<file path="config.mk">
export PLATFORM = sky130hd
export DESIGN_NAME = led_breath_multi_flat
export DESIGN_NICKNAME = d
export VERILOG_FILES = /design/src/rtl/led_breath_multi_if.sv /design/src/rtl/led_breath_multi.sv /design/src/flat_wrapper.sv
export SDC_FILE = /design/constraint.sdc
export NUM_CORES = 1
export LEC_CHECK = 0
export CORE_MARGIN = 8
export CORE_UTILIZATION = 60
export CTS_CLUSTER_SIZE = 16
export DETAILED_ROUTE_END_ITERATION = 12
export DONT_BUFFER_PORTS = 1
export PLACE_DENSITY = 0.76
export REMOVE_ABC_BUFFERS = 1
export SLEW_MARGIN = 5
export SYNTH_ARGS = -nofsm -noshare
export SYNTH_HDL_FRONTEND = slang
export SYNTH_SLANG_ARGS = --single-unit
</file>
<file path="constraint.sdc">
create_clock -name clk -period 2.9 [get_ports clk]
set_input_delay 0.87 -clock clk [delete_from_list [all_inputs] [get_ports clk]]
set_output_delay 0.87 -clock clk [all_outputs]
set_load 0.05 [all_outputs]
</file>
<file path="src/rtl/led_breath_multi_if.sv">
// Bus between the LED mode selector (master) and the multi-channel breathing
// driver (slave): per-channel enables and a shared peak level go in, the PWM
// pins and the per-channel breath-complete pulses come back.
interface led_breath_multi_if #(
    parameter int CH    = 4,
    parameter int PWM_W = 8
);
    logic [CH-1:0]    en;
    logic [PWM_W-1:0] max_level;
    logic [CH-1:0]    led_out;
    logic [CH-1:0]    cycle_done;

    modport master (
        output en,
        output max_level,
        input  led_out,
        input  cycle_done
    );

    modport slave (
        input  en,
        input  max_level,
        output led_out,
        output cycle_done
    );
endinterface

</file>
<file path="src/rtl/led_breath_multi.sv">
// Multi-channel breathing-LED driver. One shared PWM counter and step
// prescaler; each channel runs its own ramp FSM
// (IDLE -> WAIT -> RISE -> HOLD_HI -> FALL -> HOLD_LO -> RISE ..., with a
// FADEOUT exit whenever its enable drops). Brightness saturates at 0 and at
// the target latched on RISE entry.
// Optional feature: define LED_BREATH_GAMMA_EN for a square-law duty curve;
// the default build drives duty linearly from brightness.
module led_breath_multi #(
    parameter int CH         = 4,
    parameter int PWM_W      = 8,
    parameter int STEP_DIV   = 1024,
    parameter int HOLD_STEPS = 16,
    parameter int STAGGER    = 32
) (
    input  logic              clk,
    input  logic              rst_n,
    led_breath_multi_if.slave bus
);

    localparam int PRE_W   = $clog2(STEP_DIV);
    localparam int CNT_MAX = ((CH - 1) * STAGGER > HOLD_STEPS - 1) ?
                             (CH - 1) * STAGGER : HOLD_STEPS - 1;
    localparam int CNT_W   = (CNT_MAX < 1) ? 1 : $clog2(CNT_MAX + 1);

    typedef enum logic [2:0] {
        S_IDLE,
        S_WAIT,
        S_RISE,
        S_HOLD_HI,
        S_FALL,
        S_HOLD_LO,
        S_FADEOUT
    } state_t;

    logic [PRE_W-1:0] prescaler;
    logic [PWM_W-1:0] pwm_cnt;
    logic             tick;

    assign tick = (prescaler == PRE_W'(STEP_DIV - 1));

    // Shared free-running PWM counter and brightness-step prescaler.
    // NOTE: sequential state uses non-blocking assignments so every register
    // samples the pre-edge values of its neighbours.
    always_ff @(posedge clk or negedge rst_n) begin
        if (!rst_n) begin
            prescaler <= '0;
            pwm_cnt   <= '0;
        end else begin
            pwm_cnt   <= pwm_cnt + 1'b1;
            prescaler <= tick ? '0 : prescaler + 1'b1;
        end
    end

    for (genvar i = 0; i < CH; i++) begin : g_ch
        localparam logic [CNT_W-1:0] WAIT_LOAD = CNT_W'(i * STAGGER);
        localparam logic [CNT_W-1:0] HOLD_LOAD = CNT_W'(HOLD_STEPS - 1);

        state_t           state_q, state_d;
        logic [PWM_W-1:0] bright_q, bright_d;
        logic [PWM_W-1:0] target_q, target_d;
        logic [CNT_W-1:0] cnt_q, cnt_d;
        logic             drop_q, drop_d;
        logic             done_q, done_d;
        logic             led_q;
        logic [PWM_W-1:0] duty;
        logic             at_floor;

        // A ramp-down step that lands on (or starts at) 0 ends the descent.
        assign at_floor = (bright_q <= PWM_W'(1));

`ifdef LED_BREATH_GAMMA_EN
        logic [2*PWM_W-1:0] square;
        assign square = {{PWM_W{1'b0}}, bright_q} * {{PWM_W{1'b0}}, bright_q};
        assign duty   = square[2*PWM_W-1:PWM_W];
`else
        assign duty = bright_q;
`endif

        // Next-state logic: en-low is remembered every clock, all moves happen on tick.
        always_comb begin
            // NOTE: every output of this block gets a default first, so no path
            // leaves a variable unassigned and no latch is inferred.
            state_d  = state_q;
            bright_d = bright_q;
            target_d = target_q;
            cnt_d    = cnt_q;
            done_d   = 1'b0;
            drop_d   = drop_q | (!bus.en[i] && state_q != S_IDLE && state_q != S_FADEOUT);

            if (tick) begin
                if (state_q == S_IDLE) begin
                    if (bus.en[i]) begin
                        state_d = S_WAIT;
                        cnt_d   = WAIT_LOAD;
                    end
                end else if (state_q == S_FADEOUT || drop_d) begin
                    // WAIT has brightness 0, so it falls straight back to IDLE here.
                    drop_d   = 1'b0;
                    bright_d = at_floor ? '0 : bright_q - 1'b1;
                    state_d  = at_floor ? S_IDLE : S_FADEOUT;
                end else begin
                    case (state_q)
                        S_WAIT: begin
                            if (cnt_q == '0) begin
                                state_d  = S_RISE;
                                target_d = bus.max_level;
                            end else begin
                                cnt_d = cnt_q - 1'b1;
                            end
                        end
                        S_RISE: begin
                            if (bright_q >= target_q) begin
                                state_d = S_HOLD_HI;
                                cnt_d   = HOLD_LOAD;
                            end else begin
                                bright_d = bright_q + 1'b1;
                                if (bright_d == target_q) begin
                                    state_d = S_HOLD_HI;
                                    cnt_d   = HOLD_LOAD;
                                end
                            end
                        end
                        S_HOLD_HI: begin
                            if (cnt_q == '0) state_d = S_FALL;
                            else             cnt_d   = cnt_q - 1'b1;
                        end
                        S_FALL: begin
                            bright_d = at_floor ? '0 : bright_q - 1'b1;
                            if (at_floor) begin
                                state_d = S_HOLD_LO;
                                cnt_d   = HOLD_LOAD;
                            end
                        end
                        S_HOLD_LO: begin
                            if (cnt_q == '0) begin
                                state_d  = S_RISE;
                                target_d = bus.max_level;
                                done_d   = 1'b1;
                            end else begin
                                cnt_d = cnt_q - 1'b1;
                            end
                        end
                        default: state_d = S_IDLE;
                    endcase
                end
            end
        end

        // Channel state register plus the registered PWM and done outputs.
        always_ff @(posedge clk or negedge rst_n) begin
            if (!rst_n) begin
                state_q  <= S_IDLE;
                bright_q <= '0;
                target_q <= '0;
                cnt_q    <= '0;
                drop_q   <= 1'b0;
                done_q   <= 1'b0;
                led_q    <= 1'b0;
            end else begin
                state_q  <= state_d;
                bright_q <= bright_d;
                target_q <= target_d;
                cnt_q    <= cnt_d;
                drop_q   <= drop_d;
                done_q   <= done_d;
                led_q    <= (duty > pwm_cnt);
            end
        end

        assign bus.led_out[i]    = led_q;
        assign bus.cycle_done[i] = done_q;
    end

endmodule

</file>
<file path="src/flat_wrapper.sv">
// flat-port wrapper written by rule: the top's interface ports become plain ports
module led_breath_multi_flat 
#(
    parameter int CH         = 4,
    parameter int PWM_W      = 8,
    parameter int STEP_DIV   = 1024,
    parameter int HOLD_STEPS = 16,
    parameter int STAGGER    = 32
)
  (clk, rst_n, bus_en, bus_max_level, bus_led_out, bus_cycle_done);
  led_breath_multi_if #(.CH(CH), .PWM_W(PWM_W)) bus_i ();
  input  logic clk;
  input  logic rst_n;
  input wire logic [$bits(bus_i.en)-1:0] bus_en;
  input wire logic [$bits(bus_i.max_level)-1:0] bus_max_level;
  output wire logic [$bits(bus_i.led_out)-1:0] bus_led_out;
  output wire logic [$bits(bus_i.cycle_done)-1:0] bus_cycle_done;
  assign bus_i.en = bus_en;
  assign bus_i.max_level = bus_max_level;
  assign bus_led_out = bus_i.led_out;
  assign bus_cycle_done = bus_i.cycle_done;
  led_breath_multi #(.CH(CH), .PWM_W(PWM_W), .STEP_DIV(STEP_DIV), .HOLD_STEPS(HOLD_STEPS), .STAGGER(STAGGER)) u_core (.clk(clk), .rst_n(rst_n), .bus(bus_i));
endmodule
</file>
## Word-level counts from Yosys, hierarchy flattened

Index checks and enable logic that the tools add are counted.

- Input bits: 14
- Output and inout port bits: 8
- Logic and storage cells: 322
- Register bits after elaboration: 134

- Eq/ne operators: 73
- Muxes and demuxes: 121
- Order comparisons: 12
- Add/sub/neg operators: 14
- Bitwise gates (word level): 12
- Reductions and logical operators: 60

Operators with widths:

| operator | count |
|---|---|
| 2-to-1 mux 7 bit | 28 |
| 2-to-1 mux 3 bit | 36 |
| 2-to-1 mux 8 bit | 12 |
| one-hot mux 7 bit (3 select lines) | 4 |
| != test 4 x 1 -> 1 bit (second input constant) | 16 |
| one-hot mux 8 bit (2 select lines) | 4 |
| one-hot mux 3 bit (4 select lines) | 4 |
| adder 8 x 1 -> 8 bit (second input constant) | 5 |
| equality test 3 bit (second input constant) | 12 |
| equality test 8 bit | 4 |
| greater-or-equal comparator 8 bit | 4 |
| greater-than comparator 8 bit | 4 |
| less-or-equal comparator 8 x 1 -> 1 bit (second input constant) | 4 |
| 2-to-1 mux 1 bit | 32 |
| subtractor 8 x 1 -> 8 bit (second input constant) | 4 |
| logical NOT 7 bit | 4 |
| AND reduction 7 bit | 4 |
| subtractor 7 x 1 -> 7 bit (second input constant) | 4 |
| equality test 3 x 2 -> 1 bit (second input constant) | 8 |
| != test 3 x 2 -> 1 bit (second input constant) | 8 |
| AND reduction 6 bit | 4 |
| nonzero test 3 bit | 8 |
| != test 5 x 1 -> 1 bit (second input constant) | 4 |
| AND reduction 5 bit | 4 |
| 18 further kinds | 71 |

## Logic depth before layout (Yosys ltp)

Gate-level depths: netlist of the first run.

- Depth after elaboration: 8
- Depth in mapped cells: 11
- Depth with buffers taken out: 9

## Worst setup path before layout of the first run

OpenSTA, ideal clock, no wires.

- Path kind: in2reg
- From: in bus_en[2]
- To: reg u_core.g_ch[2].cnt_q[0]
- Slack: 0.308 ns
- Setup time: 0.128 ns
- Required time: 2.772 ns
- Stages on the path: 7
- Buffers on the path: 1
- Arrival: 2.465 ns
- Cell sequence: buf_2 inv_2 nor2_1 a21oi_1 nor4_2 nand3_1 mux2_1

- Cells in the longest elaborated chain, start to end: 7
- Elaborated cells on any way between the ends: 8
- Classes of those cells: eq/ne: 2; bitwise: 1; reduce/logical: 5

Ends and longest elaborated chain:

| element | RTL line | source |
|---|---|---|
| from (decl) | flat_wrapper.sv:14 | `input wire logic [$bits(bus_i.en)-1:0] bus_en;` |
| logical NOT 1 bit | led_breath_multi.sv:88 | `drop_d = drop_q \| (!bus.en[i] && state_q != S_IDLE && state_q != S_FADEOUT);` |
| logical AND 1 bit (2 in series) | led_breath_multi.sv:88 |  |
| OR 1 bit | led_breath_multi.sv:88 |  |
| logical OR 1 bit | led_breath_multi.sv:96 | `end else if (state_q == S_FADEOUT \|\| drop_d) begin` |
| != test 2 x 1 -> 1 bit (no source line) | - |  |
| AND reduction 7 bit (no source line) * | - |  |
| to (signal assigned) | led_breath_multi.sv:163 | `cnt_q <= cnt_d;` |
| to (decl) | led_breath_multi.sv:61 | `logic [CNT_W-1:0] cnt_q, cnt_d;` |

Mark *: on every way between the ends. The rest lies on a longest branch, timed or not.
A chain may end at the register's enable or synchronous reset.

## Worst setup path after layout of the first run

- From: reg u_core.g_ch[1].bright_q[0]
- To: reg u_core.g_ch[1].bright_q[4]

- Cells in the longest elaborated chain, start to end: 4
- Elaborated cells on any way between the ends: 10
- Classes of those cells: add/sub: 2; order compare: 2; eq/ne: 1; mux: 4; reduce/logical: 1

Ends and longest elaborated chain:

| element | RTL line | source |
|---|---|---|
| from (decl) | led_breath_multi.sv:59 | `logic [PWM_W-1:0] bright_q, bright_d;` |
| from (signal assigned) | led_breath_multi.sv:161 | `bright_q <= bright_d;` |
| subtractor 8 x 1 -> 8 bit, or another cell as far along | led_breath_multi.sv:99, led_breath_multi.sv:128 |  |
| 2-to-1 mux 8 bit (on tied branches) | led_breath_multi.sv:99, led_breath_multi.sv:128, led_breath_multi.sv:112 |  |
| one-hot mux 8 bit (2 select lines) | led_breath_multi.sv:102 | `case (state_q)` |
| 2-to-1 mux 8 bit | led_breath_multi.sv:96 |  |

Several ways; a longest one is shown, not always the timed one. The select of a mux whose other input is x is not followed.

==> out/results.ini, run 1 <==
[floorplan]
initial_core_util_pct=61.3
coreArea_um2=16600
ios=22
core.rowCount=47
die_h_um=146
die_w_um=146
dieArea_um2=21400

[cts]
cts_root_buf=clkbuf_16
htree_levels=4
clock_latency_ns=0.43
post_cts_resized=0
cts_max_path_buffers=2
path_clk_slew_ns=0.06
cts_tree=yes
clock-sinks=134
postCtsSetupRepairBufs=0
numCtsBuffers=17
ctsHoldBuffers=0

[logic_synthesis]
synth-seq-cells=134
synth_warnings=0
syn_area_um2=10200
ys.flop_type=dfrtp_1
syn_avg_cell_area_um2=8.41
synth_edf_count=0
ys_async_sr_fraction_pct=100
synthTopCellsByCount=dfrtp_1, nand2_1, nor2_1, ha_1, o21ai_0
synth_top_cell_area_share_pct=33.0
yosysMostFrequentCell=dfrtp_1
yosysSeqAreaShare_pct=33.0
synthTopCellsByArea=dfrtp_1, ha_1, o21ai_0, nand2_1, a21oi_1
syn-instance-count=1208
synth.distinct_cells=84
yosys.area.top_type=dfrtp_1

[route]
wl_per_cell_um=17.3
ant_nets=0
drc=0
wl_um=24800
num_vias=9092
drt_iter0_drc=612
viasPerCell=6.36
dr.pass1.iters=5

[cells_and_area]
num_antenna_cells=0
syn_to_final_growth_pct=8.09
design_area_um2=11000
nNetsFinal=1298
drive_gt1_share_pct=8.43

[setup_path]
crit_path_end_kind=register
path_cells=inv_1 > ha_1 > nand2b_1 > a211o_1 > a21oi_1 > o221ai_1 > a21o_2 > or3_1 > o211ai_1
cp_data_arrival_time_ns=3.06
cp-start-kind=register
max_stage_delay_ns=0.49
worstSetupPathType=reg -> reg
cp.required_ns=3.24
crit_buf_inv=1
cp_max_fo=14
cpLargestDelayFamily=compound AO/OA/AOI/OAI gates
critPathSlowestCell=dfrtp_1

[timing]
whs_ns=0.141
hold_violations=0
fin_tns_setup_ns=0
rsz0062_at_grt=no
setup_viol=0
fin_skew_ns=0.0106
worst_pin_slew_ns=0.971
slew_headroom_pct=34.8
finalMaxSlewViolations=0
min_period_ns=2.72
fin_crit_sh_pct=93.8
max_clock_freq_mhz=368

[placement]
placedInstanceArea_um2=10400
post-dp-hpwl_um=17500
globalplace.congestion=0.918
io_buffers=0

[grt]
grt_pass1_wl_um=41400
grt_usage_pct=23.1
grt_pass1_vias=8505
grt_max_degree=135
antenna_found_initial=0
overflow=0

[power]
p_leak_nw=4.81
ir_worst_vdd_uv=410
p_per_area_nw_per_um2=372
finalPower_mw=4.09

[worst_hold_path]
worstHoldPathType=in -> async

[flow_run]
maxCapViolCount=0

[run_status]
status=completed

-- per-stage QoR --
| stage | util (%) | std cells | setup slack (ns) |
|---|---|---|---|
| 6_report | 66.2 | 1430 | 0.180 |
| 3_3_place_gp | 62.7 | 1399 | 0.256 |
| 2_1_floorplan | - | 1145 | 0.146 |
| 3_5_place_dp | 62.7 | 1399 | 0.182 |
| 5_1_grt | 66.2 | 1430 | 0.000798 |
| 4_1_cts | 66.2 | 1430 | 0.137 |
-- report_power, final --
group	switching [mW]	internal [mW]	leakage, nW
clock	0.843	1.30	0.273
combinational	0.0305	0.0254	2.97
sequential	0.00913	1.88	1.57
-- final timing paths --
kind	startpoint	end	slack (ns)	cells after the start
max	u_core.g_ch[1].bright_q[0]	u_core.g_ch[1].bright_q[4]	0.18	9
max reg2reg	u_core.g_ch[1].bright_q[0]	u_core.g_ch[1].bright_q[4]	0.18	9
min in group clk	u_core.prescaler[6]	u_core.prescaler[6]	0.47	1
max in group asynchronous	rst_n	u_core.g_ch[2].bright_q[3]	2.52	0
min reg2reg	u_core.prescaler[6]	u_core.prescaler[6]	0.47	1
min	rst_n	u_core.g_ch[1].cnt_q[5]	0.14	0
-- cell usage in the layout (no fill, tap or decap), types with 9 or more instances in the layout --
master     netlist  layout
or3_1           13      13
and3_1          15      15
o21a_1           9       9
nor4_1          11      11
xnor2_1         31      31
o21ai_0         84      84
a31oi_1         26      26
a21o_1          20      19
nor3_1          29      29
nor2b_1         11      11
clkbuf_16        0      17
a21oi_1         75      75
nand4_1         12      12
ha_1            86      86
inv_1           80      80
nand2_1        103     103
o21ai_1         18      18
dfrtp_1        134     134
nand2b_1        23      23
xor2_1          14      14
o211ai_1        11      11
nand3_1         51      51
o31ai_1         18      18
a211oi_1        13      13
o22ai_1         16      16
a22oi_1         15      15
nor2_1          91      91
buf_4            9      34
-- sequential cells by signal (all words and copies together), names as in the netlist --
register              flops
u_core.g_ch.done_q        4
u_core.pwm_cnt            8
u_core.g_ch.state_q      12
u_core.g_ch.led_q         4
u_core.g_ch.target_q     32
u_core.g_ch.cnt_q        28
u_core.g_ch.drop_q        4
u_core.g_ch.bright_q     32
u_core.prescaler         10
-- routing by layer --
layer | wire, um | track usage, % | vias to the layer above
li1 | - | - | 4418
met1 | 11200 | 30.2 | 4375
met2 | 11600 | 37.0 | 262
met3 | 1460 | 5.28 | 37
met4 | 515 | 8.14 | 0
met5 | 0 | 0 | -
-- worst reg2reg max path, cell delays in order, from the launching register on --
cell and delay [ns]:
dfrtp_1 0.49, inv_1 0.15, ha_1 0.31, nand2b_1 0.15, a211o_1 0.28, a21oi_1 0.14, o221ai_1 0.29, a21o_2 0.36
or3_1 0.38, o211ai_1 0.09
-- final cells by class --
cell class                 count  area, um2
multi-input combinational    929       6210
fill                        1391       5600
sequential                   134       3350
clock buffer                  19        453
inverter                      82        308
tap                          220        275
timing repair buffer          34        255
clock inverter                12        130
-- cells by family (layout without fill, tap and decap cells) --
kind of cell,Yosys count,in the layout,share of synthesized area (%)
and+or+nand+nor,400,400,20.1
AOI/OAI and AO/OA,383,383,24.9
buffers and inverters,145,147,5.91
DFF,134,134,33.0
adders and majority gates,89,89,10.9
xor gates and xnor gates,46,46,4.04
muxes,11,11,1.18
(Power assumes the default switching activity.)
==> inputs of run 2 (changes only) <==
CORE_MARGIN = default   (was 8)
MAX_ROUTING_LAYER = met4   (was default)
==> out/results.ini, run 2 (synthesized netlist as in run 1, its figures left out) <==
[placement]
post-dp-hpwl_um=17300  ; -0.67%
dp.cells=1400  ; +0.071%
globalplace.congestion=0.923  ; +0.54%
io_buffers=0  ; unchanged
dp_slack_ns=0.224  ; +0.0415 ns

[cts]
clock_latency_ns=0.43  ; about the same
htree_levels=4  ; unchanged
cts_root_buf=clkbuf_16
postCtsSetupRepairBufs=0  ; unchanged
path_clk_slew_ns=0.06  ; about the same
post_cts_resized=0  ; unchanged
ctsHoldBuffers=0  ; unchanged
numCtsBuffers=17  ; unchanged
cts_tree=yes
cts_max_path_buffers=2  ; unchanged
clock-sinks=134  ; unchanged

[floorplan]
ios=22  ; unchanged
die_w_um=132  ; -9.6%
core.rowCount=47  ; unchanged
dieArea_um2=17500  ; -18%
coreArea_um2=16600  ; unchanged
initial_core_util_pct=61.3  ; unchanged
die_h_um=132  ; -9.6%

[setup_path]
critPathSlowestCell=dfrtp_1
cp-start-kind=register
crit_path_end_kind=register
path_cells=inv_1 > ha_1 > nand2b_1 > a211o_1 > a21oi_1 > o221ai_1 > a21o_1 > or3_1 > o211ai_1
cp.required_ns=3.24  ; about the same
crit_buf_inv=1  ; unchanged
cpLargestDelayFamily=compound AO/OA/AOI/OAI gates
cp_max_fo=14  ; unchanged
max_stage_delay_ns=0.46  ; -0.03 ns
worstSetupPathType=reg -> reg
cp_data_arrival_time_ns=3.05  ; about the same

[route]
wl_per_cell_um=17.3  ; about the same
drc=0  ; unchanged
ant_nets=0  ; unchanged
viasPerCell=6.27  ; -1.4%
wl_um=24800  ; about the same
num_vias=8967  ; -1.4%
dr.pass1.iters=6  ; +1
drt_iter0_drc=615  ; +0.49%

[timing]
rsz0062_at_grt=no
fin_crit_sh_pct=93.4  ; -0.42 points
min_period_ns=2.71  ; -0.0122 ns
fin_tns_setup_ns=0  ; unchanged
worst_pin_slew_ns=1.00  ; +0.0306 ns
fin_skew_ns=0.00965  ; -0.000942 ns
setup_viol=0  ; unchanged
slew_headroom_pct=32.7  ; -2.1 points
fin_ws_ns=0.192  ; +0.0122 ns
max_clock_freq_mhz=369  ; +0.45%
hold_violations=0  ; unchanged
finalMaxSlewViolations=0  ; unchanged

[cells_and_area]
stdcell_count=1430  ; unchanged
final_cell_mix=dfrtp_1, nand2_1, nor2_1
layout_commonest_cell=dfrtp_1
post-route-util_pct=66.6  ; +0.40 points
reg.largest.list=u_core.g_ch.bright_q x32, u_core.g_ch.target_q x32, u_core.g_ch.cnt_q x28
syn_to_final_growth_pct=8.74
num_antenna_cells=0  ; unchanged
drive_gt1_share_pct=8.26  ; -0.17 points
nNetsFinal=1299  ; +0.077%

[grt]
overflow=0  ; unchanged
use_met2_pct=47.8  ; +11 points
grt_pass1_vias=8632  ; +1.5%
grt_max_degree=135  ; unchanged
grt_usage_pct=31.0  ; +7.8 points
grt.met3_usage_pct=5.81  ; +0.52 points
grt.met1_usage_pct=40.7  ; +11 points
grt_pass1_wl_um=42300  ; +2.1%
top_usage_layer=met2
antenna_found_initial=0  ; unchanged

[power]
p_leak_nw=4.86  ; +0.97%
finalPower_mw=4.29  ; +5.0%
p_per_area_nw_per_um2=388  ; +4.4%
ir_worst_vdd_uv=429  ; +4.6%

[worst_hold_path]
worstHoldPathType=in -> async

[flow_run]
maxCapViolCount=0  ; unchanged

[run_status]
status=completed

[run 2: changes by cell type in the layout (fill, tap and decap cells not counted), sizes merged]
cell,previous run,this run
clkinvlp,5,1
clkbuf,19,22
bufinv,2,4
clkinv,5,3
buf,34,35
[run 2: path summary, 6_finish.rpt]
path / depth (start not counted) / slack [ns] / startpoint / end
max: 9 / 0.19 / u_core.g_ch[1].bright_q[0] / u_core.g_ch[1].bright_q[4]
min: 0 / 0.13 / rst_n / u_core.g_ch[3].state_q[2]
max reg2reg: 9 / 0.19 / u_core.g_ch[1].bright_q[0] / u_core.g_ch[1].bright_q[4]
min reg2reg: 1 / 0.48 / u_core.prescaler[6] / u_core.prescaler[6]
max in group asynchronous: 0 / 2.54 / rst_n / u_core.g_ch[0].led_q
min in group clk: 1 / 0.48 / u_core.prescaler[6] / u_core.prescaler[6]
[run 2: cell type report]
cell class	count	area, um2
clock inverter	8	146
sequential	134	3350
timing repair buffer	35	275
multi-input combinational	929	6210
inverter	82	308
fill	1402	5530
clock buffer	22	484
tap	220	275
[run 2: power by group]
part | internal (mW) | switching [mW]
Sequential | 1.88 | 0.00989
Clock | 1.52 | 0.830
Combinational | 0.0251 | 0.0301
[run 2: metal layers]
layer / vias up / part of all wire (%)
li1: 4411 / -
met1: 4265 / 46
met2: 241 / 46
met3: 50 / 5.2
met4: 0 / 2.5
met5: - / 0
[run 2: stage by stage]
stage	cell area [um2]	hold WS [ns]
after floorplan	9870	0.439
after global placement	10400	0.462
after detailed placement	10400	0.466
after CTS	11000	0.125
after global routing	11000	0.116
final	11000	0.134
[run 2: worst register-to-register path: cells and delay by family, from the launching register on]
kind            cells  cell delay (ns)
compound gates      5             1.19
simple gates        2             0.53
flops               1             0.46
fa+ha+maj           1             0.30
buf+inv             1             0.13
